**src/rtl/line_follow_ctrl.sv**
```systemverilog
// Line-follow steering: frame error -> P(+D, when LINE_FOLLOW_DERIV_EN is defined) duties, TRACK/HOLD/SEARCH recovery, two PWMs.
// Duties and cmd_valid register two cycles after line_valid; no back-pressure, every accepted frame is processed in order.
module line_follow_ctrl #(
    parameter int IMG_W            = 640,
    parameter int DUTY_W           = 8,
    parameter int BASE_DUTY        = 128,
    parameter int KP_SHIFT         = 2,
    parameter int KD_SHIFT         = 1,
    parameter int LOST_HOLD_FRAMES = 4,
    parameter int SEARCH_DUTY      = 64,
    parameter int PWM_PRESC        = 16,
    localparam int X_W             = $clog2(IMG_W)
) (
    input  logic              clk,
    input  logic              rst,
    input  logic              enable,
    input  logic [X_W-1:0]    centroid_x,
    input  logic              line_valid,
    input  logic              line_lost,
    output logic [DUTY_W-1:0] duty_l,
    output logic [DUTY_W-1:0] duty_r,
    output logic              cmd_valid,
    output logic              pwm_l,
    output logic              pwm_r,
    output logic [1:0]        state_o,
    output logic              search_dir
);
    localparam int DMAX  = 2**DUTY_W - 1;
    localparam int E_W   = X_W + 1;
    localparam int C_W   = DUTY_W + X_W + 2;
    localparam int CNT_W = $clog2(LOST_HOLD_FRAMES + 1);
    localparam int PR_W  = (PWM_PRESC > 1) ? $clog2(PWM_PRESC) : 1;

    localparam logic signed [E_W-1:0] CENTRE = E_W'(IMG_W / 2);
    localparam logic signed [C_W-1:0] BASE_S = C_W'(BASE_DUTY);
    localparam logic signed [C_W-1:0] DMAX_S = C_W'(DMAX);
    localparam logic [DUTY_W-1:0]     SPIN   = DUTY_W'(SEARCH_DUTY);

    typedef enum logic [1:0] {
        S_IDLE   = 2'd0,
        S_TRACK  = 2'd1,
        S_HOLD   = 2'd2,
        S_SEARCH = 2'd3
    } state_t;

    state_t                state_q, state_d;
    logic                  ev_vld_q, ev_lost_q;
    logic signed [E_W-1:0] err_q, err_in;
    logic [DUTY_W-1:0]     duty_l_q, duty_l_d, duty_r_q, duty_r_d;
    logic                  cmd_q, cmd_d, dir_q, dir_d;
    logic [CNT_W-1:0]      lost_cnt_q, lost_cnt_d;
    logic                  trk_upd, spin;
    logic [PR_W-1:0]       presc_q, presc_d;
    logic [DUTY_W-1:0]     pwm_cnt_q, pwm_cnt_d, shad_l_q, shad_l_d, shad_r_q, shad_r_d;
    logic                  pwm_l_q, pwm_r_q, tick;
    logic signed [C_W-1:0] err_ext, p_term, corr_trk, corr, sum_l, sum_r;

    assign err_in  = $signed({1'b0, centroid_x}) - CENTRE;
    assign err_ext = {{(C_W-E_W){err_q[E_W-1]}}, err_q};
    assign p_term  = err_ext >>> KP_SHIFT;

`ifdef LINE_FOLLOW_DERIV_EN
    logic signed [E_W-1:0] err_prev_q;
    logic signed [C_W-1:0] prev_ext, d_term;

    assign prev_ext = {{(C_W-E_W){err_prev_q[E_W-1]}}, err_prev_q};
    assign d_term   = (err_ext - prev_ext) >>> KD_SHIFT;
    assign corr_trk = p_term + d_term;

    always_ff @(posedge clk) begin
        if (rst)          err_prev_q <= '0;
        else if (trk_upd) err_prev_q <= err_q;
    end
`else
    assign corr_trk = p_term;
`endif

    // Re-entering TRACK from HOLD/SEARCH uses P only, so the first D term after a gap is zero.
    assign corr  = (state_q == S_TRACK) ? corr_trk : p_term;
    assign sum_l = BASE_S + corr;
    assign sum_r = BASE_S - corr;

    function automatic logic [DUTY_W-1:0] clamp(input logic signed [C_W-1:0] v);
        if (v < 0)           return '0;
        else if (v > DMAX_S) return DUTY_W'(DMAX);
        else                 return v[DUTY_W-1:0];
    endfunction

    always_comb begin
        state_d    = state_q;
        duty_l_d   = duty_l_q;
        duty_r_d   = duty_r_q;
        cmd_d      = 1'b0;
        dir_d      = dir_q;
        lost_cnt_d = lost_cnt_q;
        trk_upd    = 1'b0;
        spin       = 1'b0;
        if (!enable) begin
            state_d    = S_IDLE;
            lost_cnt_d = '0;
            if (state_q != S_IDLE) begin
                duty_l_d = '0;
                duty_r_d = '0;
                cmd_d    = 1'b1;
            end
        end else begin
            case (state_q)
                S_IDLE: spin = 1'b1;
                S_TRACK: begin
                    if (ev_vld_q) begin
                        if (!ev_lost_q)                 trk_upd = 1'b1;
                        else if (LOST_HOLD_FRAMES <= 1) spin    = 1'b1;
                        else begin
                            state_d    = S_HOLD;
                            lost_cnt_d = CNT_W'(1);
                        end
                    end
                end
                S_HOLD: begin
                    if (ev_vld_q) begin
                        if (!ev_lost_q)                                      trk_upd    = 1'b1;
                        else if (int'(lost_cnt_q) + 1 >= LOST_HOLD_FRAMES) spin       = 1'b1;
                        else                                                 lost_cnt_d = lost_cnt_q + 1'b1;
                    end
                end
                S_SEARCH: if (ev_vld_q && !ev_lost_q) trk_upd = 1'b1;
                default: ;
            endcase
        end
        if (spin) begin
            state_d    = S_SEARCH;
            duty_l_d   = dir_q ? SPIN : '0;
            duty_r_d   = dir_q ? '0 : SPIN;
            cmd_d      = 1'b1;
            lost_cnt_d = '0;
        end
        if (trk_upd) begin
            state_d    = S_TRACK;
            duty_l_d   = clamp(sum_l);
            duty_r_d   = clamp(sum_r);
            cmd_d      = 1'b1;
            dir_d      = ~err_q[E_W-1];
            lost_cnt_d = '0;
        end
    end

    // Shadow duties only reload at the end of a PWM period so a period is never cut short.
    assign tick = (presc_q == PR_W'(PWM_PRESC - 1));
    always_comb begin
        presc_d   = tick ? '0 : presc_q + 1'b1;
        pwm_cnt_d = tick ? pwm_cnt_q + 1'b1 : pwm_cnt_q;
        shad_l_d  = shad_l_q;
        shad_r_d  = shad_r_q;
        if (tick && pwm_cnt_q == DUTY_W'(DMAX)) begin
            shad_l_d = duty_l_q;
            shad_r_d = duty_r_q;
        end
    end

    always_ff @(posedge clk) begin
        if (rst) begin
            state_q    <= S_IDLE;
            ev_vld_q   <= 1'b0;
            ev_lost_q  <= 1'b0;
            err_q      <= '0;
            duty_l_q   <= '0;
            duty_r_q   <= '0;
            cmd_q      <= 1'b0;
            dir_q      <= 1'b1;
            lost_cnt_q <= '0;
            presc_q    <= '0;
            pwm_cnt_q  <= '0;
            shad_l_q   <= '0;
            shad_r_q   <= '0;
            pwm_l_q    <= 1'b0;
            pwm_r_q    <= 1'b0;
        end else begin
            state_q    <= state_d;
            ev_vld_q   <= line_valid & enable;
            ev_lost_q  <= line_lost;
            if (line_valid) err_q <= err_in;
            duty_l_q   <= duty_l_d;
            duty_r_q   <= duty_r_d;
            cmd_q      <= cmd_d;
            dir_q      <= dir_d;
            lost_cnt_q <= lost_cnt_d;
            presc_q    <= presc_d;
            pwm_cnt_q  <= pwm_cnt_d;
            shad_l_q   <= shad_l_d;
            shad_r_q   <= shad_r_d;
            pwm_l_q    <= (pwm_cnt_d < shad_l_d);
            pwm_r_q    <= (pwm_cnt_d < shad_r_d);
        end
    end

    assign duty_l     = duty_l_q;
    assign duty_r     = duty_r_q;
    assign cmd_valid  = cmd_q;
    assign pwm_l      = pwm_l_q;
    assign pwm_r      = pwm_r_q;
    assign state_o    = state_q;
    assign search_dir = dir_q;
endmodule

```
**config.mk**
```make
export PLATFORM = sky130hd
export DESIGN_NAME = line_follow_ctrl
export DESIGN_NICKNAME = d
export VERILOG_FILES = /design/src/rtl/line_follow_ctrl.sv
export SDC_FILE = /design/constraint.sdc
export NUM_CORES = 1
export LEC_CHECK = 0
export ABC_AREA = 0
export BUFFER_PORTS_ARGS = -buffer_cell sky130_fd_sc_hd__buf_2
export CAP_MARGIN = 20
export CORE_MARGIN = 2
export CORE_UTILIZATION = 52
export CTS_CLUSTER_SIZE = 40
export DETAILED_ROUTE_END_ITERATION = 8
export PLACE_DENSITY_LB_ADDON = 0.3
export SYNTH_ARGS = -nofsm -noshare
export SYNTH_HDL_FRONTEND = slang
export SYNTH_SLANG_ARGS = --single-unit
```
**constraint.sdc**
```tcl
create_clock -name clk -period 2.5 [get_ports clk]
set_input_delay 0.25 -clock clk [delete_from_list [all_inputs] [get_ports clk]]
set_output_delay 0.25 -clock clk [all_outputs]
set_load 0.005 [all_outputs]
```
Word level (Yosys, flattened, before mapping). Cells that the tools add are included.

Bits in registers: 66. Latch bits: 0. Bits in writable memories: 0. ROM bits: 0. Bits of input ports: 15. Output and inout bits: 22. Word-level logic and storage cells: 106. Memories: 0.

$add $sub $neg: 7. Multiply operators: 0. Div/mod/pow operators: 0. $lt $le $gt $ge: 7. Equal/unequal tests: 17. Shifts and indexed selects: 0. Mux-type cells: 41. Bitwise logic cells: 3. Reduce and logical (&&, ||, !) cells: 15.

Operator list (count): 8-bit two-way mux (13); 10-bit by 9-bit > comparator with 1-bit output, second input constant (2); 10-bit by 1-bit < comparator with 1-bit output, second input constant (2); 8-bit < comparator (2); 3-bit two-way mux (5); 7-bit two-way mux (2); 1-bit two-way mux (13); 3-bit by 1-bit != test with 1-bit output, second input constant (4); 4-bit by 1-bit != test with 1-bit output, second input constant (3); 10-bit by 9-bit subtractor with 11-bit output, second input constant (1); 9-bit by 9-bit adder with 10-bit output, first input constant (1); 2-bit two-way mux (5); 2-bit != test, second input constant (5); 9-bit by 9-bit subtractor with 10-bit output, first input constant (1); 8-bit by 1-bit adder with 8-bit output, second input constant (1); 8-bit equality test, second input constant (1); 3-bit one-hot mux with 2 select lines (1); 3-bit AND reduction (2); 6-bit AND reduction (1); 2-bit OR reduction (3); 3-bit by 1-bit adder with 4-bit output, second input constant (1); 4-bit by 1-bit adder with 4-bit output, second input constant (1); 2-bit equality test, second input constant (2); 4-bit equality test, second input constant (1); 13 further kinds (17).

Depth between registers and ports, before layout.
Depth in word-level cells: 9. Depth in mapped cells: 11.

Worst setup path before layout. OpenSTA, ideal clock, no wires.

Kind: register to register. Start point: register presc_q[0]. End point: register pwm_r_q, in the netlist pwm_r. Setup time: 0.103 ns. Arrival: 2.691 ns. Path slack: -0.294 ns. Cell stages (with the launch flop): 12. Buffers on the path: 2. Cells stage by stage: dfxtp_1 > ha_1 > nand4_2 > or4_1 > buf_2 > buf_6 > mux2i_1 > ha_1 > a21o_1 > a211oi_1 > o21ai_1 > a2111oi_2.

Longest elaborated chain between the ends: 4.

Ends and longest elaborated chain: start: declaration (RTL line 53) `logic [PR_W-1:0] presc_q, presc_d;`; start signal: assignment (RTL line 187) `presc_q <= presc_d;`; 4-bit equality test * (RTL line 148) `assign tick = (presc_q == PR_W'(PWM_PRESC - 1));`; 1-bit logical AND (RTL line 154) `if (tick && pwm_cnt_q == DUTY_W'(DMAX)) begin`; 8-bit two-way mux (RTL line 154); 8-bit < comparator * (RTL line 192) `pwm_r_q <= (pwm_cnt_d < shad_r_d);`; end signal: assignment (RTL line 192); end: declaration (RTL line 55) `logic pwm_l_q, pwm_r_q, tick;`.

Mark *: on every way between the ends. The rest lies on a longest branch, timed or not. A chain may end at the register's enable or synchronous reset.

Worst setup path after layout.
Start point: register presc_q[1]. End point: register pwm_l_q, in the netlist pwm_l.

Longest elaborated chain between the ends: 4.

Ends and longest elaborated chain: 4-bit equality test * (RTL line 148); 1-bit logical AND (RTL line 154); 8-bit two-way mux (RTL line 154); 8-bit < comparator * (RTL line 191) `pwm_l_q <= (pwm_cnt_d < shad_l_d);`; end signal: assignment (RTL line 191); end: declaration (RTL line 55).

Marked as above.

==> summary.md <==
| Metric | Value |
|---|---|
| Worst Path Max Fanout | `6` |
| Core box area | `0.00585 mm2` |
| Share of cells above drive strength 1 | `25.3%` |
| Status | `complete, but fails checks` |
| WP data arrival | `2800 ps` |
| Comb pwr share | `8.8%` |
| Simple-gate share of the synthesized area | `17.7%` |
| Fmax | `391 MHz` |
| Max_slew headroom | `a little under three fifths` |
| Die Area | `~0.0066 mm2` |
| CP Launch Point | `presc_q[1]` |
| Leakage power | `1.72 nW` |
| Root buf cell | `clkbuf_8` |
| Gpl congestion | `0.883` |
| Area growth, synth to finish | `24.2%` |
| WL final | `between 6 and 7 mm` |
| Wire length per cell | `14.3 um` |
| Post-synth EDFFs | `0` |
| Switching Power | `~560 uW` |
| CTS tree | `built` |
| Antenna Nets Post-Route | `0` |
| Xor and xnor fraction of the mapped netlist area | `around 4.8%` |
| DRC viols | `0` |
| Startpoint types | `register` |
| Antenna cells | `0` |
| Critical Path Sink | `pwm_l` |
| Die Span Y | `81.3 um` |
| Multiplexer share of the synthesized area | `under 10%` |
| Starting Density | `53.0%` |
| Vias in the first global route | `around 2.5k` |
| Max Cap Viol | `0` |
| Largest net degree at the start of global routing | `44` |
| Worst Skew | `about 7.5 ps` |
| Initial DRC Count | `134` |
| Die width | `81.3 um` |
| Final nets | `443` |
| Cell Area, Synth | `0.00310 mm2` |
| Area of the multi-input gates | `between 0.0015 and 0.002 mm2` |
| R2R cell count | `9` |
| Fillers | `489` |
| GRT Total Usage | `a little under a quarter` |
| Sequential cell area fraction in the yosys report | `41.3%` |
| RR Startpoint | `presc_q[1]` |
| Final Hold Vio Count | `0` |
| Placed Area | `0.00358 mm2` |
| Cell row count | `28` |
| Post-synthesis adder-cell area fraction | `10.5%` |
| Largest family of logic cells by synthesized area | `simple AND/OR/NAND/NOR gates` |
| Min-Delay Path Class | `in -> reg` |
| # H-tree levels | `3` |
| Slack of the critical path | `-59.2 ps` |
| Failing checks | `negative setup slack` |
| Worst Setup End Kind | `register` |
| Hold bufs inserted after CTS | `0` |
| DR vias | `2626` |
| Cell variety after synth | `49` |
| Final Setup Violations | `2` |
| Seq pwr share | `47.5%` |
| Post-Syn Nets | `377` |
| Initial antenna violation count | `0` |
| Synthesized instance count | `336` |
| Setup CP Type | `reg -> reg` |
| First-pass GRT wire length | `11.5 mm` |
| Synth Area in Compound Gates | `14.8%` |
| Skew-Pair Late Insertion Delay | `340 ps` |
| # clock sinks | `64` |
| Top Ports | `37` |
| Number of port buffers | `34` |
| PnR Total Power | `about 2.2 mW` |
| R2R Path End | `pwm_l` |
| Inserted Clock Buffers | `9` |
| Post-synthesis average cell area | `9.24 um2` |
| Fin crit period | `2560 ps` |
| Clock-pin transition on the worst setup and hold timing paths | `70 ps` |
| FFs w/ async S/R, synth | `0%` |
| HPWL after detailed placement | `4.96 mm` |
| Switching share of total power | `24.9%` |
| Vias/cell | `about 5.4` |
| Pre-Repair DR Iteration Count | `4` |
| Fin crit share | `102%` |
| Worst ir drop on vdd | `401 uV` |
| RSZ-0062 raised after global routing | `true` |
| Main synth FF type | `dfxtp_1` |
| WHS | `117 ps` |
| Fin util | `65.9%` |
| Bufs on Longest Clock Path | `2` |
| Clk pwr share | `a little over two fifths` |
| Pre-CTS WS | `-217 ps` |
| R2R setup slack | `-60 ps` |
| GR Overflow Total | `0` |
| Syn. warnings | `0` |
| Worst-Margin Slew | `663 ps` |
| Data required, critical path | `~2700 ps` |
| Slew Viols, Final | `0` |
| Post-synthesis sequential element count | `64` |
| P_int | `1.69 mW` |
| Fin area | `0.00385 mm2` |
| Register area | `0.00129 mm2` |
| Pwr Density | `about 580 mW/mm2` |
## sequential cells by signal, indices dropped and copies added, names as in the netlist, 3 cells and up
name,count
duty_l,8
duty_r,8
err_q,9
lost_cnt_q,3
presc_q,4
pwm_cnt_q,8
shad_l_q,8
shad_r_q,8
## per-layer routing
metal  up-vias  track usage (%)  share of wire (%)
met4         0             8.98                1.6
met5         -                0                  0
met3        12             5.44                4.2
met1      1218             28.7                 45
li1       1320                -                  -
met2        76             37.6                 49
## power by group through the flow
stage	Combinational (mW)	Sequential [mW]	Clock (mW)
2_1_floorplan	0.137	1.09	0
3_3_place_gp	0.189	1.09	0
3_5_place_dp	0.195	1.09	0
4_1_cts	0.198	1.07	1.00
5_1_grt	0.222	1.07	1.05
6_report	0.199	1.07	0.981
## layout make-up
type | instances | area share [%]
repair buffers | 65 | 10.6
flip-flops and latches | 64 | 33.4
clock buffers | 9 | 3.21
clock inverters | 7 | 2.50
inverters | 13 | 1.27
multi-input cells | 249 | 46.6
well taps | 75 | 2.43
## critical path, stage by stage (launching register included)
cell       delay [ps]
dfxtp_2           350
ha_4              150
nand4_4            90
or4_4             580
buf_6             170
mux2i_2           210
ha_1              290
a211oi_2          230
o21ai_1           120
a2111oi_2         290
## cells by family (layout without fill, tap and decap cells)
| family | after synthesis | count (layout) |
|---|---|---|
| and+or+nand+nor | 112 | 112 |
| AOI/OAI and AO/OA | 70 | 70 |
| DFF | 64 | 64 |
| adders and majority gates | 26 | 26 |
| muxes | 24 | 24 |
| buffers and inverters | 23 | 94 |
| xor gates and xnor gates | 17 | 17 |
## per-stage QoR
stage,TNS [ps],instances
after detailed placement,-396,465
final,-110,482
after floorplan,-266,336
after global placement,-323,465
after CTS,-126,482
after global routing,-344,482
## synth_stat cells (2+ instances only)
library cell | count | area [um2]
buf_1 | 4 | 15.0
xor2_1 | 5 | 43.8
dfxtp_1 | 64 | 1280
xnor2_1 | 12 | 105
o41ai_1 | 2 | 17.5
nand2_1 | 25 | 93.8
a31oi_1 | 3 | 18.8
inv_1 | 13 | 48.8
or4_1 | 4 | 30.0
nor2b_1 | 4 | 25.0
a21o_1 | 2 | 15.0
nand4_1 | 2 | 12.5
nand3_1 | 7 | 35.0
a2111oi_2 | 2 | 30.0
and2_1 | 10 | 62.6
a21oi_1 | 21 | 105
o211ai_1 | 2 | 15.0
o21ai_1 | 2 | 10.0
ha_1 | 26 | 325
o2111a_1 | 2 | 22.5
nor3b_1 | 3 | 22.5
buf_2 | 3 | 15.0
nand4_2 | 2 | 25.0
mux2i_1 | 23 | 230
clkbuf_1 | 2 | 7.51
a211oi_1 | 5 | 37.5
nor2_1 | 44 | 165
nor3_1 | 4 | 20.0
o21ai_0 | 18 | 90.1
## how the worst min path moves through the flow
| stage | from | to | slack, ps | cells after the start |
|---|---|---|---|---|
| floorplan | centroid_x[6] | err_q[6] | 350 | 1 |
| global placement | shad_l_q[0] | shad_l_q[0] | 460 | 2 |
| detailed placement | shad_l_q[0] | shad_l_q[0] | 460 | 2 |
| CTS | centroid_x[6] | err_q[6] | 100 | 2 |
| global route | centroid_x[6] | err_q[6] | 130 | 2 |
| finish | line_lost | ev_lost_q | 120 | 2 |
## placed cells by master (no fill, tap or decap), types with 3 or more instances in the layout
cell | netlist | routed
dfxtp_1 | 64 | 60
nor2_1 | 44 | 44
buf_2 | 3 | 34
buf_4 | 0 | 29
nand2_1 | 25 | 25
ha_1 | 26 | 24
a21oi_1 | 21 | 21
mux2i_1 | 23 | 20
o21ai_0 | 18 | 18
inv_1 | 13 | 13
xnor2_1 | 12 | 12
and2_1 | 10 | 10
clkbuf_8 | 0 | 9
nand3_1 | 7 | 7
xor2_1 | 5 | 5
nor3_1 | 4 | 4
nor2b_1 | 4 | 4
dfxtp_2 | 0 | 4
mux2i_2 | 0 | 3
nor3b_1 | 3 | 3
a31oi_1 | 3 | 3
or4_1 | 4 | 3
a211oi_2 | 0 | 3
clkinvlp_4 | 0 | 3
## what timing repair did
action | in CTS | in global routing
pin swaps | 3 | 0
resized for setup | 9 | 1
setup buffers | 1 | 0
setup endpoints to repair | 3 | 7
Power figures use the tool's default switching activity.
